$ cat config.mk
export PLATFORM = sky130hd
export DESIGN_NAME = u110_pci_target
export DESIGN_NICKNAME = d
export VERILOG_FILES = /design/src/rtl/u110_pci_target.sv
export SDC_FILE = /design/constraint.sdc
export NUM_CORES = 1
export LEC_CHECK = 0
export ABC_AREA = 1
export CORE_ASPECT_RATIO = 0.8
export CORE_MARGIN = 4
export CORE_UTILIZATION = 45
export CTS_CLUSTER_DIAMETER = 80
export CTS_CLUSTER_SIZE = 25
export DETAILED_ROUTE_END_ITERATION = 16
export PLACE_DENSITY = 0.79
export SLEW_MARGIN = 30
export SYNTH_ARGS = -nofsm -noshare
export SYNTH_HDL_FRONTEND = slang
export SYNTH_SLANG_ARGS = --single-unit
$ cat constraint.sdc
create_clock -name CLK33 -period 2.65 [get_ports CLK33]
set_input_delay 0.53 -clock CLK33 [delete_from_list [all_inputs] [get_ports CLK33]]
set_output_delay 0.53 -clock CLK33 [all_outputs]
set_load 0.05 [all_outputs]
$ cat src/rtl/u110_pci_target.sv
// AmigaPCI U110 PCI target: single-data-phase memory responder with medium DEVSEL,
// disconnect-after-one-phase, target-retry on slow local side, and read parity.
module u110_pci_target #(
    parameter logic [31:0] BASE_ADDR   = 32'h0800_0000,
    parameter logic [31:0] WIN_MASK    = 32'hF800_0000,
    parameter int          RETRY_LIMIT = 16
) (
    input  logic        CLK33,
    input  logic        RESET,
    input  logic        FRAMEn,
    input  logic        IRDYn,
    input  logic [3:0]  C_BEn,
    input  logic [31:0] AD_IN,
    output logic [31:0] AD_OUT,
    output logic        AD_OE,
    output logic        DEVSELn,
    output logic        TRDYn,
    output logic        STOPn,
    output logic        CTL_OE,
    output logic        PAR_OUT,
    output logic        PAR_OE,
    output logic        LCL_REQ,
    output logic        LCL_RnW,
    output logic [31:0] LCL_ADDR,
    output logic [3:0]  LCL_BE,
    output logic [31:0] LCL_WDATA,
    input  logic [31:0] LCL_RDATA,
    input  logic        LCL_ACK
);

    typedef enum logic [2:0] {
        S_IDLE   = 3'd0,
        S_BUSY   = 3'd1,
        S_DECODE = 3'd2,
        S_WAITI  = 3'd3,
        S_LOCAL  = 3'd4,
        S_DATA   = 3'd5,
        S_STOPW  = 3'd6,
        S_TURN   = 3'd7
    } state_t;

    localparam logic [4:0] LIMIT = 5'(RETRY_LIMIT);

    function automatic logic calc_par(input logic [31:0] d, input logic [3:0] c);
        return ^{d, c};
    endfunction

    state_t      r_state, w_next;
    logic [4:0]  r_cnt, w_cnt_nxt;
    logic        r_idle_seen, w_idle_seen_nxt;
    logic [31:0] r_ad_out, w_ad_out_nxt;
    logic        r_ad_oe, w_ad_oe_nxt;
    logic        r_devsel_n, w_devsel_n_nxt;
    logic        r_trdy_n, w_trdy_n_nxt;
    logic        r_stop_n, w_stop_n_nxt;
    logic        r_ctl_oe, w_ctl_oe_nxt;
    logic        r_par_out, w_par_out_nxt;
    logic        r_par_oe, w_par_oe_nxt;
    logic        r_req, w_req_nxt;
    logic        r_rnw, w_rnw_nxt;
    logic [31:0] r_addr, w_addr_nxt;
    logic [3:0]  r_be, w_be_nxt;
    logic [31:0] r_wdata, w_wdata_nxt;

    logic w_addr_ph, w_cmd_rd, w_cmd_wr, w_hit, w_timeout, w_bus_idle, w_complete;

    assign w_bus_idle = FRAMEn && IRDYn;
    assign w_addr_ph  = (r_state == S_IDLE) && !FRAMEn && r_idle_seen;
    assign w_cmd_rd   = (C_BEn == 4'b0110) || (C_BEn == 4'b1100) || (C_BEn == 4'b1110);
    assign w_cmd_wr   = (C_BEn == 4'b0111);
    assign w_hit      = (w_cmd_rd || w_cmd_wr) && ((AD_IN & WIN_MASK) == (BASE_ADDR & WIN_MASK));
    assign w_timeout  = (r_cnt == LIMIT);
    assign w_complete = (r_state == S_DATA) && !IRDYn;

    // State and all output registers
    always_ff @(posedge CLK33) begin
        if (RESET) begin
            r_state     <= S_IDLE;
            r_cnt       <= 5'd0;
            r_idle_seen <= 1'b0;
            r_ad_out    <= 32'd0;
            r_ad_oe     <= 1'b0;
            r_devsel_n  <= 1'b1;
            r_trdy_n    <= 1'b1;
            r_stop_n    <= 1'b1;
            r_ctl_oe    <= 1'b0;
            r_par_out   <= 1'b0;
            r_par_oe    <= 1'b0;
            r_req       <= 1'b0;
            r_rnw       <= 1'b1;
            r_addr      <= 32'd0;
            r_be        <= 4'd0;
            r_wdata     <= 32'd0;
        end else begin
            r_state     <= w_next;
            r_cnt       <= w_cnt_nxt;
            r_idle_seen <= w_idle_seen_nxt;
            r_ad_out    <= w_ad_out_nxt;
            r_ad_oe     <= w_ad_oe_nxt;
            r_devsel_n  <= w_devsel_n_nxt;
            r_trdy_n    <= w_trdy_n_nxt;
            r_stop_n    <= w_stop_n_nxt;
            r_ctl_oe    <= w_ctl_oe_nxt;
            r_par_out   <= w_par_out_nxt;
            r_par_oe    <= w_par_oe_nxt;
            r_req       <= w_req_nxt;
            r_rnw       <= w_rnw_nxt;
            r_addr      <= w_addr_nxt;
            r_be        <= w_be_nxt;
            r_wdata     <= w_wdata_nxt;
        end
    end

    // Next-state decode; ACK is tested before timeout so a coincident ACK completes
    always_comb begin
        w_next = r_state;
        case (r_state)
            S_IDLE: begin
                if (w_addr_ph) w_next = w_hit ? S_DECODE : S_BUSY;
                else           w_next = S_IDLE;
            end
            S_BUSY: begin
                if (w_bus_idle) w_next = S_IDLE;
                else            w_next = S_BUSY;
            end
            S_DECODE: w_next = S_WAITI;
            S_WAITI: begin
                if (w_bus_idle)  w_next = S_TURN;
                else if (w_timeout) w_next = S_STOPW;
                else if (!IRDYn) w_next = S_LOCAL;
                else             w_next = S_WAITI;
            end
            S_LOCAL: begin
                if (LCL_ACK)        w_next = S_DATA;
                else if (w_timeout) w_next = S_STOPW;
                else                w_next = S_LOCAL;
            end
            S_DATA: begin
                if (!IRDYn) w_next = r_stop_n ? S_TURN : S_STOPW;
                else        w_next = S_DATA;
            end
            S_STOPW: begin
                if (FRAMEn) w_next = S_TURN;
                else        w_next = S_STOPW;
            end
            S_TURN:  w_next = S_IDLE;
            default: w_next = S_IDLE;
        endcase
    end

    // Next values of the registered outputs, derived from the upcoming state
    always_comb begin
        w_devsel_n_nxt  = !((w_next == S_WAITI) || (w_next == S_LOCAL) ||
                            (w_next == S_DATA)  || (w_next == S_STOPW));
        w_ctl_oe_nxt    = !w_devsel_n_nxt || (w_next == S_TURN);
        w_trdy_n_nxt    = (w_next != S_DATA);
        w_req_nxt       = (w_next == S_LOCAL);
        w_ad_oe_nxt     = (w_next == S_DATA) && r_rnw;
        w_idle_seen_nxt = (r_state == S_IDLE) && w_bus_idle;

        if (w_next == S_STOPW)      w_stop_n_nxt = 1'b0;
        else if (w_next == S_DATA)  w_stop_n_nxt = (r_state == S_LOCAL) ? FRAMEn : r_stop_n;
        else                        w_stop_n_nxt = 1'b1;

        if ((r_state == S_LOCAL) && LCL_ACK && r_rnw) w_ad_out_nxt = LCL_RDATA;
        else                                          w_ad_out_nxt = r_ad_out;

        w_par_oe_nxt = w_complete && r_rnw;
        if (w_par_oe_nxt) w_par_out_nxt = calc_par(r_ad_out, C_BEn);
        else              w_par_out_nxt = r_par_out;

        if (w_addr_ph && w_hit) begin
            w_addr_nxt = {AD_IN[31:2], 2'b00};
            w_rnw_nxt  = w_cmd_rd;
        end else begin
            w_addr_nxt = r_addr;
            w_rnw_nxt  = r_rnw;
        end

        if ((r_state == S_WAITI) && (w_next == S_LOCAL)) begin
            w_be_nxt    = ~C_BEn;
            w_wdata_nxt = r_rnw ? r_wdata : AD_IN;
        end else begin
            w_be_nxt    = r_be;
            w_wdata_nxt = r_wdata;
        end

        // Counter value k+1 after edge A+k, so the limit is seen at edge A+RETRY_LIMIT
        if (w_addr_ph)
            w_cnt_nxt = 5'd1;
        else if (((r_state == S_DECODE) || (r_state == S_WAITI) || (r_state == S_LOCAL)) &&
                 (r_cnt != 5'd31))
            w_cnt_nxt = r_cnt + 5'd1;
        else if (r_state == S_IDLE)
            w_cnt_nxt = 5'd0;
        else
            w_cnt_nxt = r_cnt;
    end

    assign AD_OUT    = r_ad_out;
    assign AD_OE     = r_ad_oe;
    assign DEVSELn   = r_devsel_n;
    assign TRDYn     = r_trdy_n;
    assign STOPn     = r_stop_n;
    assign CTL_OE    = r_ctl_oe;
    assign PAR_OUT   = r_par_out;
    assign PAR_OE    = r_par_oe;
    assign LCL_REQ   = r_req;
    assign LCL_RnW   = r_rnw;
    assign LCL_ADDR  = r_addr;
    assign LCL_BE    = r_be;
    assign LCL_WDATA = r_wdata;

endmodule

=== Word-level counts from Yosys, hierarchy flattened ===
Index checks and enable logic that the tools add are counted.

* Logic and storage cells: 90
* Register bits: 116
* Input port bits: 73

* Add/subtract/negate cells: 1
* Equal/unequal tests: 21
* Reduce and logical (&&, ||, !) cells: 31
* Bitwise gates (word level): 2
* Muxes and demuxes: 18

{| class="wikitable"
|+ Operator list
! operator !! number
|-
| 36-bit XOR reduction || 1
|-
| 3-bit equality test, second input constant || 8
|-
| 3-bit one-hot mux with 8 select lines || 1
|-
| 1-bit logical AND || 13
|-
| 2-bit 2-to-1 mux || 5
|-
| 5-bit 2-to-1 mux || 2
|-
| 3-bit by 2-bit equality test with 1-bit output, second input constant || 3
|-
| 1-bit logical OR || 9
|-
| 3-bit 2-to-1 mux || 3
|-
| 4-bit by 3-bit equality test with 1-bit output, second input constant || 2
|-
| 4-bit equality test, second input constant || 2
|-
| 1-bit 2-to-1 mux || 7
|-
| 5-bit by 1-bit adder with 5-bit output, second input constant || 1
|-
| 5-bit by 1-bit equality test with 1-bit output, second input constant || 1
|-
| 5-bit equality test, second input constant || 1
|-
| 5-bit != test, second input constant || 1
|-
| 4-bit inverter || 1
|-
| 3-bit by 1-bit equality test with 1-bit output, second input constant || 1
|-
| 1-bit logical NOT || 3
|-
| 3-bit logical NOT || 1
|-
| 3-bit by 1-bit != test with 1-bit output, second input constant || 1
|-
| 3-bit != test, second input constant || 1
|-
| 3-bit nonzero test || 1
|-
| 2-bit AND reduction || 1
|-
| other kinds (3) || 3
|}

=== Logic depth before layout (Yosys ltp) ===
Gate-level depths: netlist of run 1.

* Depth in word-level cells: 13
* Depth in mapped cells: 16

=== Worst setup path after synthesis of run 1 ===
OpenSTA, ideal clock, no wires.

* Path kind: input to register
* From: input port C_BEn[0]
* To: register r_wdata[10], in the netlist LCL_WDATA[10]
* Required time: 2.537 ns
* Setup time: 0.113 ns
* Data arrival time: 1.902 ns
* Cell stages on the path: 15
* Slack: 0.635 ns
* Cells stage by stage: inv_1 > ha_1 > nand2_1 > nand2_1 > o21ai_0 > nand2_1 > nand3_2 > nand3_2 > inv_2 > nand2_2 > nor2_4 > nand3_4 > buf_4 > nor2_1 > nor2_1

* Cells in the longest elaborated chain, start to end: 11
* Elaborated cells between the ends (all ways): 14
* Those cells by class: eq/ne (5); mux (3); reduce/logical (6)

{| class="wikitable"
|+ RTL lines
! item !! RTL line !! source
|-
| from (decl) || 12 || <nowiki>input logic [3:0] C_BEn,</nowiki>
|-
| 4-bit by 3-bit equality test with 1-bit output or 4-bit equality test (tied branches) || 69 || <nowiki>assign w_cmd_rd = (C_BEn == 4'b0110) || (C_BEn == 4'b1100) || (C_BEn == 4'b1110);</nowiki>
|-
| 1-bit logical OR (2 in a row) || 69 ||
|-
| 1-bit logical OR (*) || 71 || <nowiki>assign w_hit = (w_cmd_rd || w_cmd_wr) && ((AD_IN & WIN_MASK) == (BASE_ADDR & WIN_MASK));</nowiki>
|-
| 1-bit logical AND (*) || 71 ||
|-
| 2-bit 2-to-1 mux (*) (2 in a row) || 119 || <nowiki>if (w_addr_ph) w_next = w_hit ? S_DECODE : S_BUSY;</nowiki>
|-
| 3-bit one-hot mux with 8 select lines (*) || 117 || <nowiki>case (r_state)</nowiki>
|-
| 3-bit equality test (*) || 180 || <nowiki>if ((r_state == S_WAITI) && (w_next == S_LOCAL)) begin</nowiki>
|-
| 1-bit logical AND (*) || 180 ||
|-
| 2-bit AND reduction (no line) (*) || n/a ||
|-
| to (signal assigned) || 110 || <nowiki>r_wdata <= w_wdata_nxt;</nowiki>
|-
| to (decl) || 63 || <nowiki>logic [31:0] r_wdata, w_wdata_nxt;</nowiki>
|}

Every way passes the cells marked *; elsewhere a longest branch is shown, timed or not.
A chain may end at the register's enable or synchronous reset.

=== Final worst setup path of run 1 ===
* From: input port C_BEn[0]
* To: register r_stop_n, in the netlist STOPn

* Cells in the longest elaborated chain, start to end: 11
* Elaborated cells between the ends (all ways): 16
* Those cells by class: eq/ne (7); mux (5); reduce/logical (4)

{| class="wikitable"
|+ RTL lines
! item !! RTL line !! source
|-
| 4-bit by 3-bit equality test with 1-bit output or 4-bit equality test (tied branches) || 69 ||
|-
| 1-bit logical OR (2 in a row) || 69 ||
|-
| 1-bit logical OR (*) || 71 ||
|-
| 1-bit logical AND (*) || 71 ||
|-
| 2-bit 2-to-1 mux (*) (2 in a row) || 119 ||
|-
| 3-bit one-hot mux with 8 select lines (*) || 117 ||
|-
| 3-bit equality test || 162 || <nowiki>else if (w_next == S_DATA) w_stop_n_nxt = (r_state == S_LOCAL) ? FRAMEn : r_stop_n;</nowiki>
|-
| 1-bit 2-to-1 mux || 162 ||
|-
| 1-bit 2-to-1 mux || 161 || <nowiki>if (w_next == S_STOPW) w_stop_n_nxt = 1'b0;</nowiki>
|-
| to (signal assigned) || 102 || <nowiki>r_stop_n <= w_stop_n_nxt;</nowiki>
|-
| to (decl) || 55 || <nowiki>logic r_stop_n, w_stop_n_nxt;</nowiki>
|}

Marks and branches as above.

==> flow_summary.json, run 1 <==
{
  "cts_tree": "done",
  "num_rows": 34,
  "syn-mean-instance-area_um2": 6.767,
  "whs_path_depth": 2,
  "skew_ns": 0.01291,
  "dr.first_iter.drc_count": 254,
  "io-pin-count": 182,
  "htreeDepth": 4,
  "dieArea_um2": 13330,
  "ys_warn_count": 0,
  "synth_top_flop_cell": "dfxtp_1",
  "combPwrFrac_pct": 4.8,
  "cp-startpoint": "C_BEn[0]",
  "wl_um": 14650,
  "fin_setup_tns_ns": 0,
  "synth_top_area_share_pct": 44.74,
  "power.density_nw_per_um2": 569.4,
  "maxSlewHeadroom_pct": 59.46,
  "cts_resized": 0,
  "finalSetupViolations": 0,
  "r2r_slack_ns": 0.66,
  "die_h_um": 104.1,
  "numClockSinks": 116,
  "switching_power_mw": 0.8999,
  "cp.required_ns": 2.94,
  "place_area_um2": 7107,
  "p_int_mw": 3.503,
  "port_buffers": 179,
  "max_cap_violations": 0,
  "cts-root-buf": "clkbuf_16",
  "synth_cells": 767,
  "final.min_clock_period_ns": 2.295,
  "cp_max_fo": 4,
  "synth_edf_count": 0,
  "fin_hold_ws_ns": 0.4436,
  "initial_utilization_pct": 46.92,
  "worst-r2r-cell-count": 13,
  "p_leak_nw": 3.370,
  "grt_max_degree": 65,
  "gp_congestion": 0.8533,
  "start_kind": "input pin",
  "ys_async_sr_fraction_pct": 0,
  "slew_viol_final": 0,
  "drive_gt1_share_pct": 5.439,
  "critical_path_class": "in -> reg",
  "synth_most_common_cell": "nand2_1",
  "timing.rr.start": "r_state[1]$_SDFF_PP0_",
  "swShare_pct": 20.44,
  "dieWidth_um": 128.1,
  "drc": 0,
  "grtUsageTotal_pct": 21.92,
  "drt_first_pass_iters": 6,
  "ys_types": 29,
  "ir_drop_mv": 0.4996,
  "fmax_mhz": 435.7,
  "synth_common_cells": "nand2_1, dfxtp_1, nor2_1",
  "dpl.hpwl_um": 10120,
  "core-area_um2": 11060,
  "wl_per_cell_um": 13.32,
  "rsz0062_at_grt": "false",
  "syn2layout_area_growth_pct": 48.99,
  "fin_crit_sh_pct": 86.60,
  "postRouteAntennaNets": 0,
  "hold_start": "LCL_ADDR[28]$_SDFFE_PP0P_",
  "tightest_slew_ns": 0.6081,
  "numCtsBuffers": 17,
  "cts_buffer_depth": 2,
  "synth.ff_latch_count": 116,
  "status": "completed",
  "layout.nets": 1025,
  "hold_viol_final": 0,
  "hold_path_class": "reg -> reg",
  "grt_overflow": 0,
  "synth_area_leader_cell": "dfxtp_1",
  "worstPathArrival_ns": 2.59,
  "seqPwrFrac_pct": 39.7,
  "diodes": 0,
  "end_kind": "register",
  "cts.reportedPaths.clkPinSlew_ns": 0.05,
  "via_per_inst": 4.744,
  "post-place-ws_ns": 0.007953,
  "ys_top_cells_by_area": "dfxtp_1, nand2_1, nor2_1, a21oi_1, inv_1",
  "route.vias.total": 5218,
  "synth_area_um2": 5190,
  "cts_setup_buffers": 0,
  "grt_antenna_before_repair": 0,
  "clk_latency_ns": 0.41,
  "fin_ws_ns": 0.3550,
  "grt_pass1_vias": 4811,
  "grt_pass1_wl_um": 23800,
  "hold_buffers": 0,
  "ys_seq_area_share_pct": 44.74,
  "clkPwrFrac_pct": 55.5,
  "stdcell_area_um2": 7732
}
==> state kept, by name, indices dropped and copies added, names as in the netlist, 3 cells and up <==
signal / count
AD_OUT: 32
LCL_WDATA: 32
LCL_ADDR: 30
r_cnt: 5
LCL_BE: 4
r_state: 3
==> worst max-delay path, cell delays in order <==
cell,delay (ns)
clkdlybuf4s50_1,0.49
inv_1,0.08
ha_1,0.20
nand2_1,0.06
nand2_1,0.05
o21ai_0,0.09
nand2_1,0.12
nand2_1,0.09
nand2_1,0.05
nand3_1,0.16
buf_4,0.16
nand2_1,0.06
nor2_1,0.09
inv_1,0.07
o21ai_0,0.22
inv_1,0.08
==> layer usage <==
layer | up-vias | track usage, % | part of all wire [%]
met3 | 14 | 6.725 | 7.6
met1 | 2348 | 28.01 | 44
met2 | 146 | 34.94 | 47
met4 | 0 | 7.652 | 1.2
met5 | - | 0 | 0
li1 | 2710 | - | -
==> final timing paths <==
check / end
hold / removal: LCL_ADDR[28]$_SDFFE_PP0P_
hold reg to reg: LCL_ADDR[28]$_SDFFE_PP0P_
setup / recovery: STOPn$_SDFFE_PP1P_
setup reg to reg: LCL_WDATA[18]$_SDFFE_PP0P_
==> layout make-up <==
cell class | count | area [um2]
clock buffers | 22 | 474.2
well taps | 144 | 180.2
clock inverters | 9 | 151.4
fillers | 937 | 3328
multi-input cells | 534 | 2379
flip-flops and latches | 116 | 2322
repair buffers | 190 | 1907
inverters | 85 | 319.1
==> stage by stage <==
step | std cells | power (mW) | util [%]
detailed placement | 1069 | 1.993 | 64.25
CTS | 1100 | 4.425 | 69.91
global route | 1100 | 4.516 | 69.91
floorplan | 768 | 1.857 | -
finish | 1100 | 4.403 | 69.91
global placement | 1069 | 1.994 | 64.25
==> cells by family after synthesis <==
kind of cell | synth area share, %
AO/OA/AOI/OAI | 9.884
other | 0.07225
flip-flops | 44.74
adder cells (fa/ha/maj) | 1.929
XOR/XNOR | 2.531
buffers and inverters | 9.498
AND/OR/NAND/NOR | 31.34
==> placed cells by master (no fill, tap or decap) <==
| master | instances |
|---|---|
| a21oi_1 | 63 |
| a221oi_1 | 1 |
| a31oi_1 | 2 |
| buf_12 | 3 |
| buf_2 | 1 |
| buf_4 | 8 |
| bufinv_16 | 4 |
| clkbuf_1 | 2 |
| clkbuf_16 | 17 |
| clkbuf_8 | 3 |
| clkdlybuf4s50_1 | 178 |
| clkinv_1 | 1 |
| clkinv_2 | 3 |
| clkinv_4 | 1 |
| clkinvlp_4 | 1 |
| conb_1 | 2 |
| dfxtp_1 | 116 |
| ha_1 | 8 |
| inv_1 | 80 |
| inv_2 | 4 |
| nand2_1 | 280 |
| nand2_2 | 1 |
| nand3_1 | 30 |
| nand3_2 | 2 |
| nand3_4 | 1 |
| nand4_1 | 1 |
| nor2_1 | 90 |
| nor2_2 | 1 |
| nor2_4 | 1 |
| nor3_1 | 4 |
| o211ai_1 | 3 |
| o21a_1 | 1 |
| o21ai_0 | 27 |
| o21bai_2 | 1 |
| xnor2_1 | 8 |
| xor2_1 | 7 |
==> power groups by stage <==
stage / clock network (mW) / registers, mW / logic, mW
detailed placement: 0 / 1.79 / 0.208
finish: 2.44 / 1.75 / 0.210
global placement: 0 / 1.79 / 0.208
global route: 2.54 / 1.75 / 0.229
CTS: 2.47 / 1.75 / 0.209
floorplan: 0 / 1.79 / 0.0719
Note: power is estimated with default switching activity, not from simulation.
==> inputs of run 2 (changes only) <==
--- a/config.mk
+++ b/config.mk
@@ -12,7 +12,7 @@
 export CTS_CLUSTER_DIAMETER = 80
 export CTS_CLUSTER_SIZE = 25
 export DETAILED_ROUTE_END_ITERATION = 16
-export PLACE_DENSITY = 0.79
+export PLACE_DENSITY = 0.8
 export SLEW_MARGIN = 30
 export SYNTH_ARGS = -nofsm -noshare
 export SYNTH_HDL_FRONTEND = slang
==> run 2 against run 1 <==
Effect of this change:
- critical path depth up 1
- sequential share of layout area about the same
- highest routed layer unchanged
- routed wire length fell by 0.34%
- worst setup slack worse by 0.090 ns
- sequential power barely moved
==> flow_summary.json, run 2 (synthesized netlist as in run 1, its figures left out) <==
{
  "drive_gt1_share_pct": 5.532,
  "numClockSinks": 116,
  "dp_cells": 1070,
  "regArea_um2": 2322,
  "fillers": 930,
  "r2r_slack_ns": 0.73,
  "cts-root-buf": "clkbuf_16",
  "port_buffers": 179,
  "dieWidth_um": 128.1,
  "num_rows": 34,
  "hold_buffers": 0,
  "multiInputGateArea_um2": 2379,
  "cts_setup_buffers": 0,
  "htreeDepth": 4,
  "worst-r2r-cell-count": 13,
  "fin_hold_ws_ns": 0.4444,
  "cts_buffer_depth": 2,
  "cp-startpoint": "C_BEn[0]",
  "grt_antenna_before_repair": 0,
  "reg2reg_to": "LCL_WDATA[5]$_SDFFE_PP0P_",
  "initial_utilization_pct": 46.92,
  "finalSetupViolations": 0,
  "grt_pass1_wl_um": 23650,
  "wl_um": 14600,
  "diodes": 0,
  "dr.first_iter.drc_count": 311,
  "grt_pass1_vias": 4852,
  "end_kind": "register",
  "dpl.hpwl_um": 10110,
  "gp_congestion": 0.8749,
  "layout_commonest_cell": "nand2_1",
  "finalNonFillerCells": 1102,
  "stdcell_area_um2": 7720,
  "cts_tree": "done",
  "fin_crit_sh_pct": 90.00,
  "max_cap_violations": 0,
  "grtUsageTotal_pct": 22.05,
  "route.vias.total": 5152,
  "cts.reportedPaths.clkPinSlew_ns": 0.05,
  "clk_latency_ns": 0.41,
  "rsz0062_at_grt": "false",
  "critical_path_class": "in -> reg",
  "skew_ns": 0.006239,
  "cp.required_ns": 2.98,
  "cts_resized": 0,
  "timing.rr.start": "r_state[1]$_SDFF_PP0_",
  "grt_overflow": 0,
  "start_kind": "input pin",
  "drt_first_pass_iters": 4,
  "dieArea_um2": 13330,
  "grt_max_degree": 53,
  "via_per_inst": 4.675,
  "core-area_um2": 11060,
  "hold_path_class": "reg -> reg",
  "syn2layout_area_growth_pct": 48.75,
  "status": "completed",
  "hold_end": "LCL_ADDR[30]$_SDFFE_PP0P_",
  "layout_common_cells": "nand2_1, clkdlybuf4s50_1, dfxtp_1",
  "io-pin-count": 182,
  "cp_max_fo": 34,
  "hold_start": "LCL_ADDR[30]$_SDFFE_PP0P_",
  "wl_per_cell_um": 13.25,
  "place_area_um2": 7102,
  "final.min_clock_period_ns": 2.385,
  "drc": 0,
  "postLayoutCoreUtil_pct": 69.80,
  "slew_viol_final": 0,
  "power.density_nw_per_um2": 563.2,
  "numCtsBuffers": 17,
  "layout.nets": 1026,
  "worstPathArrival_ns": 2.72,
  "p_leak_nw": 3.371,
  "fmax_mhz": 419.3,
  "hold_viol_final": 0,
  "tightest_slew_ns": 0.6156,
  "postRouteAntennaNets": 0,
  "ir_drop_mv": 0.4079,
  "whs_path_depth": 2,
  "maxSlewHeadroom_pct": 58.96,
  "die_h_um": 104.1
}
-- run 2: cell count changes in the layout (fill, tap and decap cells not counted), sizes merged --
cell | previous run | this run
buf | 12 | 13
clkinvlp | 1 | 0
clkinv | 5 | 7
-- run 2: how the worst max path moves through the flow --
stage,cells after the start,slack (ns),end
2_1_floorplan,15,0.64,LCL_WDATA[10]$_SDFFE_PP0P_
3_3_place_gp,17,0.05,LCL_BE[2]$_SDFFE_PP0P_
3_5_place_dp,17,-0.07,LCL_WDATA[1]$_SDFFE_PP0P_
4_1_cts,17,0.29,LCL_WDATA[5]$_SDFFE_PP0P_
5_1_grt,17,0.13,LCL_WDATA[5]$_SDFFE_PP0P_
6_report,17,0.26,LCL_WDATA[5]$_SDFFE_PP0P_
-- run 2: metrics by stage --
stage	worst slack [ns]	setup TNS, ns	power (mW)
after CTS	0.2884	0	4.386
after global placement	0.04547	0	1.991
after detailed placement	-0.06668	-1.780	1.991
final	0.2649	0	4.348
after global routing	0.1305	0	4.498
after floorplan	0.6354	0	1.857
-- run 2: cell type report --
class                   count  area share [%]
clock buffers              22           6.013
multi-input cells         534           30.81
repair buffers            191           24.64
well taps                 144           2.334
clock inverters            10           1.994
inverters                  85           4.133
flip-flops and latches    116           30.08
-- run 2: critical path, stage by stage --
cell and delay, ns:
clkdlybuf4s50_1 0.56, inv_1 0.10, ha_1 0.21, inv_1 0.06, nand2_1 0.05, o21ai_0 0.11, nand2_1 0.12, nand3_2 0.10
nand3_2 0.08, inv_2 0.07, nand2_2 0.08, nor2_4 0.11, nand3_4 0.11, buf_12 0.18, nand2_1 0.07, nand2_1 0.05
nor2_1 0.12
-- run 2: power breakdown --
part / internal (mW) / switching, mW
registers: 1.75 / 0.00141
clock network: 1.61 / 0.776
logic: 0.114 / 0.0947
total: 3.48 / 0.872
-- run 2: layer usage --
layer | wire (um) | track usage [%]
met5 | 0 | 0
met4 | 98 | 5.985
met3 | 1091 | 7.752
met2 | 6806 | 35.24
met1 | 6608 | 28.20
